File: src/rtl/mips_pkg.sv
// Shared definitions for the instruction encoder: opcode constants,
// instruction kind encoding, FSM states and common widths.
package mips_pkg;

    localparam int WORD_W = 32;
    localparam logic [31:0] ADDR_STEP = 32'd4;

    localparam logic [5:0] OP_RTYPE = 6'b000000;
    localparam logic [5:0] OP_LW    = 6'b100011;
    localparam logic [5:0] OP_SW    = 6'b101011;
    localparam logic [5:0] OP_BEQ   = 6'b000100;
    localparam logic [5:0] OP_J     = 6'b000010;
    localparam logic [5:0] OP_JAL   = 6'b000011;
    localparam logic [5:0] OP_ADDI  = 6'b001000;
    localparam logic [5:0] OP_SUBI  = 6'b001010;

    typedef enum logic [2:0] {
        KIND_R    = 3'd0,
        KIND_LW   = 3'd1,
        KIND_SW   = 3'd2,
        KIND_BEQ  = 3'd3,
        KIND_J    = 3'd4,
        KIND_JAL  = 3'd5,
        KIND_ADDI = 3'd6,
        KIND_SUBI = 3'd7
    } kind_e;

    typedef enum logic [1:0] {
        ST_IDLE  = 2'd0,
        ST_RUN   = 2'd1,
        ST_DRAIN = 2'd2,
        ST_DONE  = 2'd3
    } state_e;

endpackage

File: src/rtl/enc_fifo2.sv
// Two-entry FIFO holding an encoded word together with its byte address.
// The caller never pushes when full nor pops when empty.
module enc_fifo2 import mips_pkg::*; (
    input  logic              clk,
    input  logic              rst_n,
    input  logic              wr_en,
    input  logic [WORD_W-1:0] wr_data,
    input  logic [31:0]       wr_addr,
    input  logic              rd_en,
    output logic [WORD_W-1:0] rd_data,
    output logic [31:0]       rd_addr,
    output logic [1:0]        count
);

    logic       wr_ptr_reg;
    logic       rd_ptr_reg;
    logic [1:0] count_reg;
    logic [1:0] count_next;

    genvar gi;
    generate
        for (gi = 0; gi < 2; gi++) begin : g_entry
            logic [WORD_W-1:0] data_reg;
            logic [31:0]       addr_reg;

            // Capture word and address when the write pointer selects this entry
            always_ff @(posedge clk or negedge rst_n) begin
                if (!rst_n) begin
                    data_reg <= '0;
                    addr_reg <= '0;
                end else if (wr_en && (wr_ptr_reg == 1'(gi))) begin
                    data_reg <= wr_data;
                    addr_reg <= wr_addr;
                end
            end
        end
    endgenerate

    // Occupancy follows the push/pop combination of this cycle
    always_comb begin
        count_next = count_reg;
        case ({wr_en, rd_en})
            2'b10:   count_next = count_reg + 2'd1;
            2'b01:   count_next = count_reg - 2'd1;
            default: count_next = count_reg;
        endcase
    end

    // Pointers and occupancy; reset discards anything in flight
    always_ff @(posedge clk or negedge rst_n) begin
        if (!rst_n) begin
            wr_ptr_reg <= 1'b0;
            rd_ptr_reg <= 1'b0;
            count_reg  <= 2'd0;
        end else begin
            if (wr_en) wr_ptr_reg <= ~wr_ptr_reg;
            if (rd_en) rd_ptr_reg <= ~rd_ptr_reg;
            count_reg <= count_next;
        end
    end

    assign rd_data = rd_ptr_reg ? g_entry[1].data_reg : g_entry[0].data_reg;
    assign rd_addr = rd_ptr_reg ? g_entry[1].addr_reg : g_entry[0].addr_reg;
    assign count   = count_reg;

endmodule

File: src/rtl/instr_encoder.sv
// MIPS-style instruction encoder: accepts field-level requests, emits
// 32-bit words paired with byte addresses through a 2-entry FIFO.
// Optional feature: define INSTR_ENC_SUBI_EN to encode kind 7 (subi);
// otherwise kind 7 is rejected and raises the sticky err flag.
module instr_encoder (
    input  logic        clk,
    input  logic        rst_n,
    input  logic        start,
    input  logic        in_valid,
    output logic        in_ready,
    input  logic [2:0]  in_kind,
    input  logic [4:0]  in_rs,
    input  logic [4:0]  in_rt,
    input  logic [4:0]  in_rd,
    input  logic [4:0]  in_shamt,
    input  logic [5:0]  in_funct,
    input  logic [15:0] in_imm,
    input  logic [25:0] in_target,
    input  logic        in_last,
    output logic        out_valid,
    input  logic        out_ready,
    output logic [31:0] out_instr,
    output logic [31:0] out_addr,
    output logic        done,
    output logic        err
);
    import mips_pkg::*;

    state_e      state_reg;
    state_e      state_next;
    logic [31:0] addr_reg;
    logic [31:0] addr_next;
    logic [31:0] addr_base;
    logic        err_reg;
    logic        err_next;
    logic        done_reg;
    logic        done_next;
    logic [31:0] enc_word;
    logic        enc_ok;
    logic        accept;
    logic        push;
    logic        pop;
    logic        start_ok;
    logic [1:0]  fifo_count;

    // Translate the request fields into a machine word
    always_comb begin
        enc_word = '0;
        enc_ok   = 1'b1;
        case (kind_e'(in_kind))
            KIND_R:    enc_word = {OP_RTYPE, in_rs, in_rt, in_rd, in_shamt, in_funct};
            KIND_LW:   enc_word = {OP_LW,   in_rs, in_rt, in_imm};
            KIND_SW:   enc_word = {OP_SW,   in_rs, in_rt, in_imm};
            KIND_BEQ:  enc_word = {OP_BEQ,  in_rs, in_rt, in_imm};
            KIND_J:    enc_word = {OP_J,   in_target};
            KIND_JAL:  enc_word = {OP_JAL, in_target};
            KIND_ADDI: enc_word = {OP_ADDI, in_rs, in_rt, in_imm};
            KIND_SUBI: begin
                enc_word = {OP_SUBI, in_rs, in_rt, in_imm};
`ifdef INSTR_ENC_SUBI_EN
                enc_ok   = 1'b1;
`else
                enc_ok   = 1'b0;
`endif
            end
            default: begin
                enc_word = '0;
                enc_ok   = 1'b0;
            end
        endcase
    end

    // Handshakes; in_ready uses the registered count so a pop while full
    // never opens a same-cycle push
    assign in_ready  = (fifo_count < 2'd2) && ((state_reg == ST_IDLE) || (state_reg == ST_RUN));
    assign accept    = in_valid && in_ready;
    assign push      = accept && enc_ok;
    assign out_valid = (fifo_count != 2'd0);
    assign pop       = out_valid && out_ready;
    assign start_ok  = start && ((state_reg == ST_IDLE) || (state_reg == ST_DONE));

    // Address of the next pushed word; start rebases it to zero first
    always_comb begin
        addr_base = start_ok ? 32'd0 : addr_reg;
        addr_next = push ? (addr_base + ADDR_STEP) : addr_base;
    end

    // Program sequencing, done pulse and sticky error
    always_comb begin
        state_next = state_reg;
        case (state_reg)
            ST_IDLE:  if (accept) state_next = in_last ? ST_DRAIN : ST_RUN;
            ST_RUN:   if (accept && in_last) state_next = ST_DRAIN;
            ST_DRAIN: if (fifo_count == 2'd0) state_next = ST_DONE;
            ST_DONE:  if (start) state_next = ST_IDLE;
            default:  state_next = ST_IDLE;
        endcase
        done_next = (state_reg == ST_DRAIN) && (state_next == ST_DONE);
        err_next  = err_reg || (accept && !enc_ok);
    end

    // State, address, done and err registers
    always_ff @(posedge clk or negedge rst_n) begin
        if (!rst_n) begin
            state_reg <= ST_IDLE;
            addr_reg  <= 32'd0;
            done_reg  <= 1'b0;
            err_reg   <= 1'b0;
        end else begin
            state_reg <= state_next;
            addr_reg  <= addr_next;
            done_reg  <= done_next;
            err_reg   <= err_next;
        end
    end

    enc_fifo2 u_fifo (
        .clk     (clk),
        .rst_n   (rst_n),
        .wr_en   (push),
        .wr_data (enc_word),
        .wr_addr (addr_base),
        .rd_en   (pop),
        .rd_data (out_instr),
        .rd_addr (out_addr),
        .count   (fifo_count)
    );

    assign done = done_reg;
    assign err  = err_reg;

endmodule
File: config.mk
export PLATFORM = sky130hd
export DESIGN_NAME = instr_encoder
export DESIGN_NICKNAME = d
export VERILOG_FILES = /design/src/rtl/mips_pkg.sv /design/src/rtl/enc_fifo2.sv /design/src/rtl/instr_encoder.sv
export SDC_FILE = /design/constraint.sdc
export NUM_CORES = 1
export LEC_CHECK = 0
export BUFFER_PORTS_ARGS = -buffer_cell sky130_fd_sc_hd__buf_2
export CAP_MARGIN = 20
export CORE_MARGIN = 5
export CORE_UTILIZATION = 45
export DETAILED_ROUTE_END_ITERATION = 10
export HOLD_SLACK_MARGIN = 0.12
export PLACE_DENSITY = 0.74
export SLEW_MARGIN = 20
export SYNTH_ARGS = -nofsm -noshare
export SYNTH_HDL_FRONTEND = slang
export SYNTH_SLANG_ARGS = --single-unit
File: constraint.sdc
create_clock -name clk -period 4.25 [get_ports clk]
set_input_delay 0.425 -clock clk [delete_from_list [all_inputs] [get_ports clk]]
set_output_delay 0.425 -clock clk [all_outputs]
set_load 0.01 [all_outputs]
=== Word-level counts from Yosys, hierarchy flattened ===
Index checks and enable logic that the tools add are counted.

* Output and inout port bits: 68
* Flip-flop bits (word level): 168

* Equal/unequal tests: 13
* Bitwise logic cells: 2
* Magnitude comparators: 1
* Multiplexer cells: 13
* Reductions and logical operators: 18
* $add $sub $neg: 3

{| class="wikitable"
|+ Operator list
! operator !! number
|-
| $pmux W32 S8 || 1
|-
| $mux W32 || 4
|-
| $add A32 B3 Y32 const B || 1
|-
| $eq A3 B3 Y1 const B || 4
|-
| $logic_and A1 B1 Y1 || 10
|-
| $mux W2 || 5
|-
| $eq A2 B2 Y1 const B || 4
|-
| $pmux W2 S4 || 1
|-
| $eq A3 B2 Y1 const B || 2
|-
| $eq A2 B1 Y1 const B || 2
|-
| $logic_not A2 Y1 || 2
|-
| $pmux W2 S2 || 1
|-
| $reduce_bool A2 Y1 || 2
|-
| $eq A3 B1 Y1 const B || 1
|-
| $logic_not A3 Y1 || 1
|-
| $logic_or A1 B1 Y1 || 3
|-
| $add A2 B1 Y2 const B || 1
|-
| $lt A2 B2 Y1 const B || 1
|-
| $not A1 Y1 || 2
|-
| $sub A2 B1 Y2 const B || 1
|-
| $mux W1 || 1
|}

=== Logic depth before layout (Yosys ltp) ===
* Word-level depth: 9
* Depth in mapped cells: 15
* Depth with buffers taken out: 11

=== By module ===
Synthesis repeated with hierarchy kept, for this count alone.

* Cells, all modules: 640
* Area total of the unflattened synthesis: 8,290.5 µm²

{| class="wikitable"
|+ By module, submodules not included
! module !! sequential area each (µm²) !! cells each !! area each (µm²) !! times used
|-
| enc_fifo2 || 3,303.2 || 353 || 5,709.2 || 1
|-
| instr_encoder || 900.9 || 287 || 2,581.2 || 1
|}

=== Worst setup path before layout ===
Ideal clock, no wire load.

* Path type: register to register
* From: register state_reg[0]
* To: register addr_reg[30]
* Arrival: 2,868 ps
* Clock period less this slack: 2,946 ps
* Cell stages (with the launch flop): 16
* Buffers on the path: 4
* Setup slack: 1,304 ps
* Cell sequence: dfrtp_1 -> inv_1 -> ha_1 -> nand2b_1 -> buf_2 -> buf_1 -> nand2_1 -> inv_1 -> ha_1 -> clkbuf_1 -> nand2_1 -> nor3_1 -> nand4_1 -> buf_1 -> or3_1 -> a21oi_1

* Longest elaborated chain between the ends: 6
* Elaborated cells on any way between the ends: 12
* Classes of those cells: add/sub (1); eq/ne (2); mux (2); reduce/logical (7)

{| class="wikitable"
|+ Ends and longest elaborated chain
! what !! line !! source
|-
| start: declaration || instr_encoder.sv:29 || <nowiki>state_e state_reg;</nowiki>
|-
| start signal: assignment || instr_encoder.sv:110 || <nowiki>state_reg <= state_next;</nowiki>
|-
| $eq A2 B2 Y1 / $logic_not A2 Y1 (equally long branches) || instr_encoder.sv:80 || <nowiki>assign start_ok = start && ((state_reg == ST_IDLE) || (state_reg == ST_DONE));</nowiki>
|-
| $logic_or A1 B1 Y1 (*) || instr_encoder.sv:80 ||
|-
| $logic_and A1 B1 Y1 (*) || instr_encoder.sv:80 ||
|-
| $mux W32 (*) || instr_encoder.sv:84 || <nowiki>addr_base = start_ok ? 32'd0 : addr_reg;</nowiki>
|-
| via addr_base[2] || instr_encoder.sv:33 || <nowiki>logic [31:0] addr_base;</nowiki>
|-
| $add A32 B3 Y32 (*) || instr_encoder.sv:85 || <nowiki>addr_next = push ? (addr_base + ADDR_STEP) : addr_base;</nowiki>
|-
| $mux W32 (*) || instr_encoder.sv:85 ||
|-
| via addr_next[30] || instr_encoder.sv:32 || <nowiki>logic [31:0] addr_next;</nowiki>
|-
| end signal: assignment || instr_encoder.sv:111 || <nowiki>addr_reg <= addr_next;</nowiki>
|-
| end: declaration || instr_encoder.sv:31 || <nowiki>logic [31:0] addr_reg;</nowiki>
|}

Mark *: on every way through the listed nets, which the timed path passes. The rest lies on a longest branch.
A chain may end at the register's enable or synchronous reset.

=== Worst setup path after layout ===
* From: register state_reg[0]
* To: register addr_reg[28]

The elaborated chain is that of the path after synthesis.

==> impl_summary.txt <==
----------------------------------------------------
[Yosys]
  Number of warnings issued by yosys ... 0
  Register bit count reported by yosys ... 166
  Main area contributors after synthesis ... sky130_fd_sc_hd__dfrtp_1 (52%), sky130_fd_sc_hd__mux2_2 (14%), sky130_fd_sc_hd__o21ai_0 (7.6%)
  Net count of the mapped netlist ... 862
  Post-Synthesis Cells ... 778
  Mean instance size in the synthesized netlist ... 10.25 sq um
  Area share of the leading cell type in the synthesized netlist ... 52.09%
  Count of distinct cell types in the synthesized netlist ... 41
  Cell taking the most area after synthesis ... sky130_fd_sc_hd__dfrtp_1
  Cell area after synthesis ... 7974 sq um
  Sequential share of the synthesized area ... 52.09%

[Detailed routing]
  Vias per cell ... 5.363
  Post-detailed-routing wire length ... 18,010 um
  Number of optimization iterations in the first detailed-route pass ... 5
  Post-route antenna net violation count ... 0
  Final routed wire length divided by cell count ... 15.91 um
  Post-route DRC violation count ... 0
  Via count ... 6,071
  Initial detailed-routing violation count ... 463

[STA]
  Count of final hold-check violations ... 0
  Aggregate negative setup slack ... 0 ps
  Worst max-slew margin expressed relative to the limit ... 43.42%
  RSZ-0062 raised after global routing ... false
  Final min period ... 3055 ps
  Final setup viols ... 0
  Fmax ... 0.3273 GHz
  Fraction of the cycle the final worst path needs ... 71.88%
  Number of pins exceeding their max-slew limit in the final report ... 0
  Slew @ Worst Pin ... 848.7 ps
  Clock Skew ... 7.881 ps

[Hold path]
  End of the worst hold path ... u_fifo.g_entry[1].data_reg[20]
  Hold Startpoint ... in_rt[4]
  Hold Path Cell Cnt ... 3
  Tightest Hold Check Type ... in2reg

[Pwr]
  Worst vdd ir ... 329.8 uV
  Power density over the cells ... 565.3 nW/um^2
  Static leakage power ... 0.004491 uW

[Critical path]
  List of cells traversed by the critical path ... inv_1, ha_1, nand2b_1, nand2_1, inv_1, ha_1, nand2_1, nor3_1, nand4_1, or4_1, a21oi_1
  Launch point of the worst reg-to-reg path ... state_reg[0]
  Worst path buffer plus inverter count ... 2
  Kind of capture point of the worst setup path ... register
  Data required time at the worst endpoint ... 4600 ps
  Slowest cell delay on critical path ... 600 ps
  FF-to-FF path depth ... 11
  Worst Setup Path Type ... reg2reg
  Critical Path AT ... 3410 ps
  Master of the slowest instance on the critical path ... sky130_fd_sc_hd__or4_1
  Critical path's top delay family ... simple AND/OR/NAND/NOR gates
  Worst r2r dst ... addr_reg[28]
  Critical Path Start Type ... register
  Worst setup slack for register-to-register paths ... 1190 ps
  Maximum net fanout on the critical path ... 12

[Global routing]
  Initial antenna violation count ... 0
  GRT Overall Usage ... 17.97%
  Vias in the first global route ... 5,887
  Largest net degree at the start of global routing ... 109
  Wire length of the first global-routing pass ... 29,600 um
  Total overflow reported by the global router ... 0

[Clock network]
  Maximum buffer depth of the clock tree ... 2
  H-tree levels ... 4
  Clock transition time at the flip-flop clock pins of the worst setup and hold paths ... 60 ps
  Post-cts sizing count ... 0
  TritonCTS clock tree ... built
  Num CTS Buffers ... 17
  Cell at the root of the clock tree ... sky130_fd_sc_hd__clkbuf_16
  Clock latency of the later-clocked register in the worst-skew pair ... 430 ps
  CTS Sinks ... 166

[Place]
  Area post-placement ... 8822 sq um
  Routability congestion estimate from global placement ... 0.7903
  Count of buffers inserted at the top-level ports ... 143
  DPL Wire Length ... 11,850 um

[Floorplan]
  Die footprint ... 20,480 sq um
  Horizontal die dimension ... 143.1 um
  Core box area ... 17,360 sq um
  I/O pin total ... 145
  Die Ht ... 143.1 um
  Starting utilization of the core area ... 45.94%
  Std cell rows ... 48

[Flow run]
  Max-cap check violation count ... 0

[Final layout]
  Final non-filler cell area ... 9474 sq um
  Number of flip-flops under the largest register name ... 64
  Number of antenna repair diodes ... 0
  Share of post-route cells with drive strength above 1 ... 32.41%
  Final #Nets ... 979
  Post-synthesis to final-layout area growth ... 18.81%

[Outcome]
  Status ... finished clean

----------------------------------------------------
==> cell families (layout without fill, tap and decap cells) <==
kind of cell	count (synthesis)	count (layout)	synth area share (%)
compound gates	179	179	12.55
xor+xnor	19	19	2.087
other cells	1	1	0.04703
simple gates	229	229	13.27
flops	166	166	52.09
buf+inv	68	197	3.609
fa+ha+maj	7	7	1.098
mux	109	109	15.24
==> worst min-delay path: stages <==
cell	delay, ps
sky130_fd_sc_hd__buf_2	70
sky130_fd_sc_hd__mux2i_1	70
sky130_fd_sc_hd__o21ai_0	130
==> area by class of cell <==
type,count,area (sq um)
flip-flops and latches,166,4155
inverters,13,48.80
fillers,1496,7883
repair buffers,153,852.1
well taps,225,281.5
clock inverters,9,100.1
clock buffers,22,484.2
multi-input cells,544,3552
==> per-stage QoR <==
stage                     setup WS (ps)  instances  util, %  total power [uW]  hold slack, ps
after floorplan                    1304        778        -              3272           129.4
after global placement             1378       1098    50.83              3811           456.0
after detailed placement           1254       1098    50.83              3855           458.1
after CTS                          1213       1130    54.25              5384           303.8
after global routing              996.2       1132    54.58              5679           331.0
final                              1195       1132    54.58              5355           316.6
==> metal layers <==
layer  part of all wire (%)  global-route usage [%]  routed length [um]
met3                    6.4                   3.617                1159
met5                      0                       0                   0
met2                     48                   28.64                8593
met1                     44                   24.75                7966
met4                    1.6                   5.953                 289
==> where the power goes <==
group / total, uW / switching, uW / leakage (uW) / internal, uW
combinational: 1690 / 893 / 0.00200 / 794
clock: 1510 / 594 / 0.000288 / 918
sequential: 2160 / 225 / 0.00221 / 1930
==> cells in the mapped netlist (all sizes together) <==
library cell  number
buf               17
or2                1
nand2b             4
or3b               1
nand3             14
a21oi             17
inv               13
a22oi             32
or3                9
xnor2              8
nor2              25
a31oi              1
dfrtp            166
o31ai              5
mux2              99
ha                 7
nand4             10
conb               1
mux2i             10
nor3               4
nor2b              4
o32ai              1
clkbuf            38
and4               3
or4                6
nor4               1
and2               4
a41o               1
nand2            136
and3               7
o21ai            121
xor2              11
a21o               1
==> what timing repair did <==
action	4_1_cts	5_1_grt
endpoints found under the hold margin	23	0
hold buffers	1	0
buffers inserted	0	0
==> cells in the final DEF (no fill, tap or decap), types with 6 or more instances in the layout <==
cell type / count
sky130_fd_sc_hd__a21oi_1: 17
sky130_fd_sc_hd__a22oi_1: 32
sky130_fd_sc_hd__and3_1: 7
sky130_fd_sc_hd__buf_2: 142
sky130_fd_sc_hd__buf_4: 6
sky130_fd_sc_hd__clkbuf_16: 17
sky130_fd_sc_hd__dfrtp_1: 165
sky130_fd_sc_hd__ha_1: 7
sky130_fd_sc_hd__inv_1: 13
sky130_fd_sc_hd__mux2_2: 99
sky130_fd_sc_hd__mux2i_1: 10
sky130_fd_sc_hd__nand2_1: 135
sky130_fd_sc_hd__nand3_1: 14
sky130_fd_sc_hd__nand4_1: 9
sky130_fd_sc_hd__nor2_1: 23
sky130_fd_sc_hd__o21ai_0: 121
sky130_fd_sc_hd__or3_1: 8
sky130_fd_sc_hd__or4_1: 6
sky130_fd_sc_hd__xnor2_1: 8
sky130_fd_sc_hd__xor2_1: 11
==> how the worst max path moves through the flow <==
stage / to / startpoint / cells after the start
CTS: addr_reg[28] / state_reg[0] / 11
floorplan: addr_reg[30] / state_reg[0] / 15
finish: addr_reg[28] / state_reg[0] / 11
global placement: addr_reg[28] / state_reg[0] / 11
detailed placement: addr_reg[28] / state_reg[0] / 11
global route: addr_reg[28] / state_reg[0] / 11
Note: power is estimated with default switching activity, not from simulation.
